<file path="src/rtl/aes_key_schedule.sv">
// Iterative AES-128 key expansion with an 11-entry round-key store.
// Round keys are read back in reverse order for the decryption controller.

module aes_sbox_rom (
  input  logic [7:0] addr_i,
  output logic [7:0] data_o
);

  // Forward S-box, entry i stored at bits [8*(255-i) +: 8]
  localparam logic [2047:0] SBOX_TABLE = {
    128'h637c777bf26b6fc53001672bfed7ab76,
    128'hca82c97dfa5947f0add4a2af9ca472c0,
    128'hb7fd9326363ff7cc34a5e5f171d83115,
    128'h04c723c31896059a071280e2eb27b275,
    128'h09832c1a1b6e5aa0523bd6b329e32f84,
    128'h53d100ed20fcb15b6acbbe394a4c58cf,
    128'hd0efaafb434d338545f9027f503c9fa8,
    128'h51a3408f929d38f5bcb6da2110fff3d2,
    128'hcd0c13ec5f974417c4a77e3d645d1973,
    128'h60814fdc222a908846eeb814de5e0bdb,
    128'he0323a0a4906245cc2d3ac629195e479,
    128'he7c8376d8dd54ea96c56f4ea657aae08,
    128'hba78252e1ca6b4c6e8dd741f4bbd8b8a,
    128'h703eb5664803f60e613557b986c11d9e,
    128'he1f8981169d98e949b1e87e9ce5528df,
    128'h8ca1890dbfe6426841992d0fb054bb16
  };

  // ROM lookup
  always_comb begin
    data_o = SBOX_TABLE[{~addr_i, 3'b000} +: 8];
  end

endmodule

module aes_key_schedule (
  input  logic         clk_i,
  input  logic         rst_ni,
  input  logic         key_valid_i,
  input  logic [127:0] key_i,
  input  logic [3:0]   round_idx_i,
  output logic         key_ready_o,
  output logic         busy_o,
  output logic [127:0] round_key_o
);

  typedef enum logic [1:0] {
    ST_IDLE   = 2'd0,
    ST_EXPAND = 2'd1,
    ST_READY  = 2'd2
  } state_e;

  state_e       state_r, state_s;
  logic [3:0]   r_r;
  logic [7:0]   rcon_r;
  logic [127:0] rk_r [0:10];
  logic         key_ready_r, busy_r;
  logic         load_s, step_s;
  logic [127:0] prev_s, next_rk_s;
  logic [31:0]  rot_s, sub_s, t_s, n0_s, n1_s, n2_s, n3_s;

  function automatic logic [7:0] xtime(input logic [7:0] x);
    return {x[6:0], 1'b0} ^ (x[7] ? 8'h1b : 8'h00);
  endfunction

  // Next-state and load/step strobes
  always_comb begin
    state_s = state_r;
    load_s  = 1'b0;
    step_s  = 1'b0;
    case (state_r)
      ST_IDLE, ST_READY: begin
        if (key_valid_i) begin
          state_s = ST_EXPAND;
          load_s  = 1'b1;
        end else begin
          state_s = state_r;
        end
      end
      ST_EXPAND: begin
        step_s = 1'b1;
        if (r_r == 4'd10) begin
          state_s = ST_READY;
        end else begin
          state_s = ST_EXPAND;
        end
      end
      default: state_s = ST_IDLE;
    endcase
  end

  // One expansion round: previous key, RotWord, SubWord, rcon, word chain
  always_comb begin
    prev_s    = ((r_r >= 4'd1) && (r_r <= 4'd10)) ? rk_r[r_r - 4'd1] : 128'h0;
    rot_s     = {prev_s[23:0], prev_s[31:24]};
    t_s       = sub_s ^ {rcon_r, 24'h000000};
    n0_s      = prev_s[127:96] ^ t_s;
    n1_s      = prev_s[95:64]  ^ n0_s;
    n2_s      = prev_s[63:32]  ^ n1_s;
    n3_s      = prev_s[31:0]   ^ n2_s;
    next_rk_s = {n0_s, n1_s, n2_s, n3_s};
  end

  aes_sbox_rom u_sbox0 (.addr_i(rot_s[31:24]), .data_o(sub_s[31:24]));
  aes_sbox_rom u_sbox1 (.addr_i(rot_s[23:16]), .data_o(sub_s[23:16]));
  aes_sbox_rom u_sbox2 (.addr_i(rot_s[15:8]),  .data_o(sub_s[15:8]));
  aes_sbox_rom u_sbox3 (.addr_i(rot_s[7:0]),   .data_o(sub_s[7:0]));

  // Control state, counters and registered status flags
  always_ff @(posedge clk_i or negedge rst_ni) begin
    if (!rst_ni) begin
      state_r     <= ST_IDLE;
      r_r         <= 4'd0;
      rcon_r      <= 8'h00;
      key_ready_r <= 1'b0;
      busy_r      <= 1'b0;
    end else begin
      state_r     <= state_s;
      key_ready_r <= (state_s == ST_READY);
      busy_r      <= (state_s == ST_EXPAND);
      if (load_s) begin
        r_r    <= 4'd1;
        rcon_r <= 8'h01;
      end else if (step_s) begin
        r_r    <= r_r + 4'd1;
        rcon_r <= xtime(rcon_r);
      end
    end
  end

  // Round-key register file; r_r stays within 1..10 while stepping
  always_ff @(posedge clk_i or negedge rst_ni) begin
    if (!rst_ni) begin
      for (int i = 0; i < 11; i++) begin
        rk_r[i] <= 128'h0;
      end
    end else if (load_s) begin
      rk_r[0] <= key_i;
    end else if (step_s) begin
      rk_r[r_r] <= next_rk_s;
    end
  end

  // Reverse-order read port for decryption
  always_comb begin
    if (round_idx_i <= 4'd10) begin
      round_key_o = rk_r[4'd10 - round_idx_i];
    end else begin
      round_key_o = 128'h0;
    end
  end

  assign key_ready_o = key_ready_r;
  assign busy_o      = busy_r;

endmodule

</file>
<file path="config.mk">
export PLATFORM = sky130hd
export DESIGN_NAME = aes_key_schedule
export DESIGN_NICKNAME = d
export VERILOG_FILES = /design/src/rtl/aes_key_schedule.sv
export SDC_FILE = /design/constraint.sdc
export NUM_CORES = 2
export LEC_CHECK = 0
export CELL_PAD_IN_SITES_DETAIL_PLACEMENT = 0
export CELL_PAD_IN_SITES_GLOBAL_PLACEMENT = 1
export CORE_AREA = 2 2 422 424
export CTS_BUF_LIST = sky130_fd_sc_hd__clkbuf_4 sky130_fd_sc_hd__clkbuf_8 sky130_fd_sc_hd__clkbuf_16
export DETAILED_ROUTE_END_ITERATION = 12
export DIE_AREA = 0 0 424 426
export PLACE_DENSITY_LB_ADDON = 0.1
export SLEW_MARGIN = 20
export SYNTH_ARGS = -nofsm -noshare
export SYNTH_HDL_FRONTEND = slang
export SYNTH_SLANG_ARGS = --single-unit
</file>
<file path="constraint.sdc">
create_clock -name clk_i -period 18.4 [get_ports clk_i]
set_clock_uncertainty 0.2 [all_clocks]
set_input_delay 2.76 -clock clk_i [delete_from_list [all_inputs] [get_ports clk_i]]
set_output_delay 2.76 -clock clk_i [all_outputs]
set_load 0.01 [all_outputs]
</file>
[Word-level counts from Yosys, hierarchy flattened]
Index checks and enable logic that the tools add are counted.
Operators by class
  equal/unequal tests: 5
  shifts and indexed selects: 4
  multiplexer cells: 24
  bitwise logic cells: 14
  reductions and logical operators: 6
  add/sub/neg operators: 3
  magnitude comparators: 7
Operator list (count)
  $shiftx A2048 B12 Y8 const A: 4
  $bwmux W1408: 1
  $mux W1408: 1
  $bmux W128 S4: 2
  $mux W128: 8
  $demux W128 S4: 1
  $xor A32 B32 Y32: 5
  $not A8 Y8: 4
  $mux W8: 2
  $ge A5 B5 Y1 const B: 3
  $not A4 Y5: 3
  $le A4 B4 Y1 const B: 2
  $mux W4: 2
  $xor A8 B5 Y8: 1
  $lt A5 B1 Y1 const B: 1
  $mux W5: 1
  $add A4 B1 Y4 const B: 1
  $eq A2 B1 Y1 const B: 2
  $eq A2 B2 Y1 const B: 2
  $eq A4 B4 Y1 const B: 1
  $ge A4 B1 Y1 const B: 1
  $mux W2: 2
  $pmux W2 S2: 1
  $sub A4 B1 Y4 const B: 1
  other kinds (8): 11
Word-level totals
  word-level logic and storage cells: 79
  input port bits: 135
  flip-flop bits (word level): 1424
  output and inout bits: 130

[Depth between registers and ports, before layout]
  word-level depth: 16
  depth in mapped cells: 36
  mapped depth without buffers: 19

[By module]
Synthesis repeated with hierarchy kept, for this count alone.
Unflattened totals
  cell total of the unflattened synthesis: 9873
  area, all modules: 92446.2 um^2
Modules (own cells, without submodules)
  aes_key_schedule: sequential area each 35634.2 um^2, cells each 7733, area each 78858.1 um^2, times used 1
  aes_sbox_rom: sequential area each 0.0 um^2, cells each 535, area each 3397.0 um^2, times used 4

[Worst setup path after synthesis]
No wires, ideal clock.
  path type: input to output
  start: in round_idx_i[0]
  end: out round_key_o[106]
  arrival: 5.210 ns
  path slack: 10.230 ns
  stages on the path: 10
  data required time: 15.440 ns
  buffers on the path: 5
  cells stage by stage: clkbuf_1 -> clkbuf_1 -> inv_1 -> ha_1 -> clkbuf_1 -> clkbuf_1 -> clkbuf_1 -> mux4_2 -> o211ai_1 -> a21oi_1
Between the ends
  longest elaborated chain between the ends: 6
  elaborated cells between the ends (all ways): 7
  classes of those cells: 1 x add/sub; 1 x order compare; 4 x mux; 1 x bitwise
RTL lines
  start: declaration: line 41  | input logic [3:0] round_idx_i,
  $sub A4 B4 Y4: line 147  | round_key_o = rk_r[4'd10 - round_idx_i];
  $not A4 Y5 (implied by the code): line 147
  $bmux W128 S4: line 147
  $mux W128 (implied by the code) (2 in a row): line 147
  $mux W128 *: line 146  | if (round_idx_i <= 4'd10) begin
  end: declaration: line 44  | output logic [127:0] round_key_o
Every way passes the cells marked *; elsewhere a longest branch is shown, timed or not. The select of a mux whose other input is x is not followed.

[Final worst setup path]
  start: in round_idx_i[0]
  end: out round_key_o[43]
Same word-level chain as after synthesis.

==> results.env <==
INITIAL_UTILIZATION_PCT=52.7
PATH_CELLS='buf_8, inv_1, ha_4, buf_4, buf_4, mux4_2, nand2_1, a21oi_1, a31oi_1, nor2_1, clkdlybuf4s50_1'
POST_CTS_RESIZED=0
LAYOUT.CELL_AREA.NON_FILLER_UM2=102000
SYNTHDOMINANTAREACELLTYPE='dfrtp_1'
ROUTED_VIA_DENSITY=7.11
IO-PIN-COUNT=265
STATUS='completed'
ROUTE.FINAL.WIRE_LENGTH_UM=405000
AREA_GROWTH_PCT=10.4
H-TREE-DEPTH=4
SYNTH_FLOP_CELL='dfrtp_1'
CHIPHEIGHT_UM=426
GRT_PASS1_VIAS=84400
PLACEDINSTANCEAREA_UM2=96300
WORST_PATH_REQUIRED_TIME_PS=15440
MET3_LENGTH_UM=47600
SYNTH_CELL_TYPE_COUNT=117
IO_BUFFER_COUNT=264
DIE_AREA_UM2=181000
GP_CONGESTION=1.04
NUMBER_OF_ANTENNA_VIOLATIONS_AT_THE_FIRST_CHECK_IN_GLOBAL_ROUTING=13
CTS.PATH.MAX_BUFFERS=3
MET2ROUTEDLENGTH_UM=174000
CRITPATHSLOWESTCELL='ha_4'
PATH_COMMON_CELL='buf_4'
TIGHTESTPINTRANSITION_PS=1230
DETAILROUTE.VIA_COUNT=88600
NUMCTSBUFFERS=162
END_KIND='primary output'
CLK-INSERTION-DELAY-LATE_PS=880
GRT_FIRST_PASS_WIRELENGTH_UM=590000
DESIGN.FINAL.NETS=10200
SYN-INSTANCE-COUNT=10400
SHARE_OF_YOSYS_CELL_AREA_CLAIMED_BY_THE_TOP_AREA_CELL_TYPE_PCT=38.5
FINAL_WS_SETUP_PS=7600
ROUTED_WIRE_LENGTH_PER_INSTANCE_UM=32.5
CLKTRANSATPATHREGS_PS=60
CPPEAKSTAGEDELAY_PS=940
SYNTH_NETS=10600
CRITPATHLAUNCHTYPE='input port'
DRTPASS1ITERATIONS=7
FINALMAXSLEWVIOLATIONS=0
PERIOD_NEEDED_PS=10800
LAYOUT_CELL_SHARE_WITH_DRIVE_STRENGTH_BEYOND_1_PCT=13.8
SETUP_REPAIR_AFTER_GLOBAL_ROUTING_MISSED_ITS_MARGIN='false'
DRC=0
GRT_MAX_DEGREE=174
SYNTHESIS.AREA_PER_INSTANCE_UM2=8.90
MAPPEDNETLISTAREA_UM2=92700
YS_FF_LATCH=1424
DETAILEDPLACE.WORSTSLACK_PS=7650
DIE_W_UM=424
NETLIST_TOP_CELLS_AREA='dfrtp_1 38%, mux4_2 12%, nand2_1 9.3%, o21ai_0 8.2%, clkbuf_1 3.0%'
TRACK_USAGE_PCT=44.1
CRITICAL_PATH_ARRIVAL_PS=7840
MAX_CAP_VIOLATIONS=0
FIN_CRIT_SH_PCT=58.7
POST_CTS.REPAIR.SETUP_BUFFERS=0
CTS_ROOT_BUF='clkbuf_16'
OVERFLOW=0
SETUP_VIOL=0
NUMBER_OF_WARNINGS_PRINTED_DURING_YOSYS_SYNTHESIS=0
N_FILL_CELL=15600
DRT-MET1-WL_UM=153000
TRITONCTS_CLOCK_TREE='yes'
WORSTSETUPPATHTYPE='in -> out'
POSTCTSHOLDBUFS=0
DETAILED_PLACE_HPWL_UM=246000
DR.FIRST_ITER.DRC_COUNT=12500
CORE_REGION_AREA_UM2=176000
CRITICAL_PATH.MAX_FANOUT=57
NUMBER_OF_ENABLE_TYPE_REGISTER_CELLS_IN_THE_SYNTHESIZED_NETLIST=0
SYNTH-SEQ-AREA-SHARE_PCT=38.5
REPORT.FINAL.HOLD_VIOL_COUNT=0
ACHIEVABLE-FREQUENCY_MHz=92.6
SHARE_OF_ASYNC_SETTABLE_OR_ASYNC_RESETTABLE_FLOPS_AFTER_SYNTHESIS_PCT=100
DRT.ANTENNA.VIOLATING_NETS=0
PLACEMENTROWS=154
SLEW_HEADROOM_PCT=17.5
HP-CLASS='reg -> reg'
FINALSETUPTNS_PS=0
CTS_NUM_SINKS=1424
MAXUSEDROUTINGLAYER='met5'
## worst max-delay path: cells and delay by family
family	cells	cell delay [ps]
buffers and inverters	5	2880
multiplexers	1	410
AO/OA/AOI/OAI	2	460
AND/OR/NAND/NOR	2	170
adder cells (fa/ha/maj)	1	940
## cells in the final DEF (no fill, tap or decap), types with 27 or more instances in the layout
cell and instances:
buf_4 270, mux4_2 510, o21ai_0 1522, clkinv_2 39, a21oi_1 465, a311oi_1 49
a22oi_1 147, nand4_1 47, inv_1 29, a211o_1 27, a221oi_1 69, o221ai_1 48
nor3_1 174, o21ai_1 95, mux2i_1 247, nor2_1 464, ha_1 47, a211oi_1 86
a31oi_1 224, clkdlybuf4s50_1 262, o211ai_1 135, nor4_1 30, xnor2_1 132, o22ai_1 55
nand2_1 2295, clkbuf_8 36, mux2_2 117, nand3_1 137, and3_1 32, clkbuf_16 162
dfrtp_1 1423, xor2_1 43
## cell type report
class	instances	area, um^2	share of cell area [%]
timing repair buffer	554	5080	4.97
sequential	1424	35600	34.8
tap	2340	2930	2.86
inverter	43	164	0.160
multi-input combinational	7790	52600	51.4
clock inverter	83	1190	1.16
antenna	4	10.0	0.00979
clock buffer	219	4710	4.60
## kinds of logic after synthesis
family / synth area share (%)
fa+ha+maj: 0.662
compound gates: 21.7
mux: 16.5
flops: 38.5
simple gates: 14.9
xor+xnor: 2.11
buf+inv: 5.58
## synthesized netlist by cell type, types with 145 or more instances
cell type and instances:
a22oi_1 147, nor3_1 181, a21oi_1 468, nand2_1 2305
xnor2_1 145, buf_2 208, o21ai_0 1527, mux2i_1 247
clkbuf_1 748, nor2_1 469, mux4_2 510, a31oi_1 228
dfrtp_1 1424
## per-stage QoR
step	utilization, %	instances	hold WS [ps]
finish	58.2	12500	297
global route	58.2	12500	318
CTS	58.1	12500	294
detailed placement	54.8	12200	279
global placement	54.8	12200	274
floorplan	-	10400	258
## sequential cells by signal (all words and copies together), names as in the netlist
| register | flops |
|---|---|
| r_r | 4 |
| key_ready_o | 1 |
| rk_r | 1408 |
| state_r | 2 |
| rcon_r | 8 |
| busy_o | 1 |
## layer usage
layer / up-vias / track usage (%)
met5: - / 0
met4: 14 / 27.6
met3: 1290 / 12.1
met2: 6188 / 64.1
met1: 44000 / 58.5
li1: 37100 / -
## path summary, 6_finish.rpt
path	startpoint	to	slack, ps	depth (start not counted)
hold / removal	rk_r[1134]$_DFFE_PN0P_	rk_r[1134]$_DFFE_PN0P_	300	2
hold reg to reg	rk_r[1134]$_DFFE_PN0P_	rk_r[1134]$_DFFE_PN0P_	300	2
max in group asynchronous	rst_ni	rk_r[671]$_DFFE_PN0P_	12190	5
setup reg to reg	r_r[0]$_DFFE_PN0P_	rk_r[1026]$_DFFE_PN0P_	8030	23
min in group asynchronous	rst_ni	rk_r[1075]$_DFFE_PN0P_	1670	1
setup / recovery	round_idx_i[0]	round_key_o[43]	7600	11
Power is not shown: default switching activity piles up to over one toggle a cycle in this logic, so the estimate is an artifact.
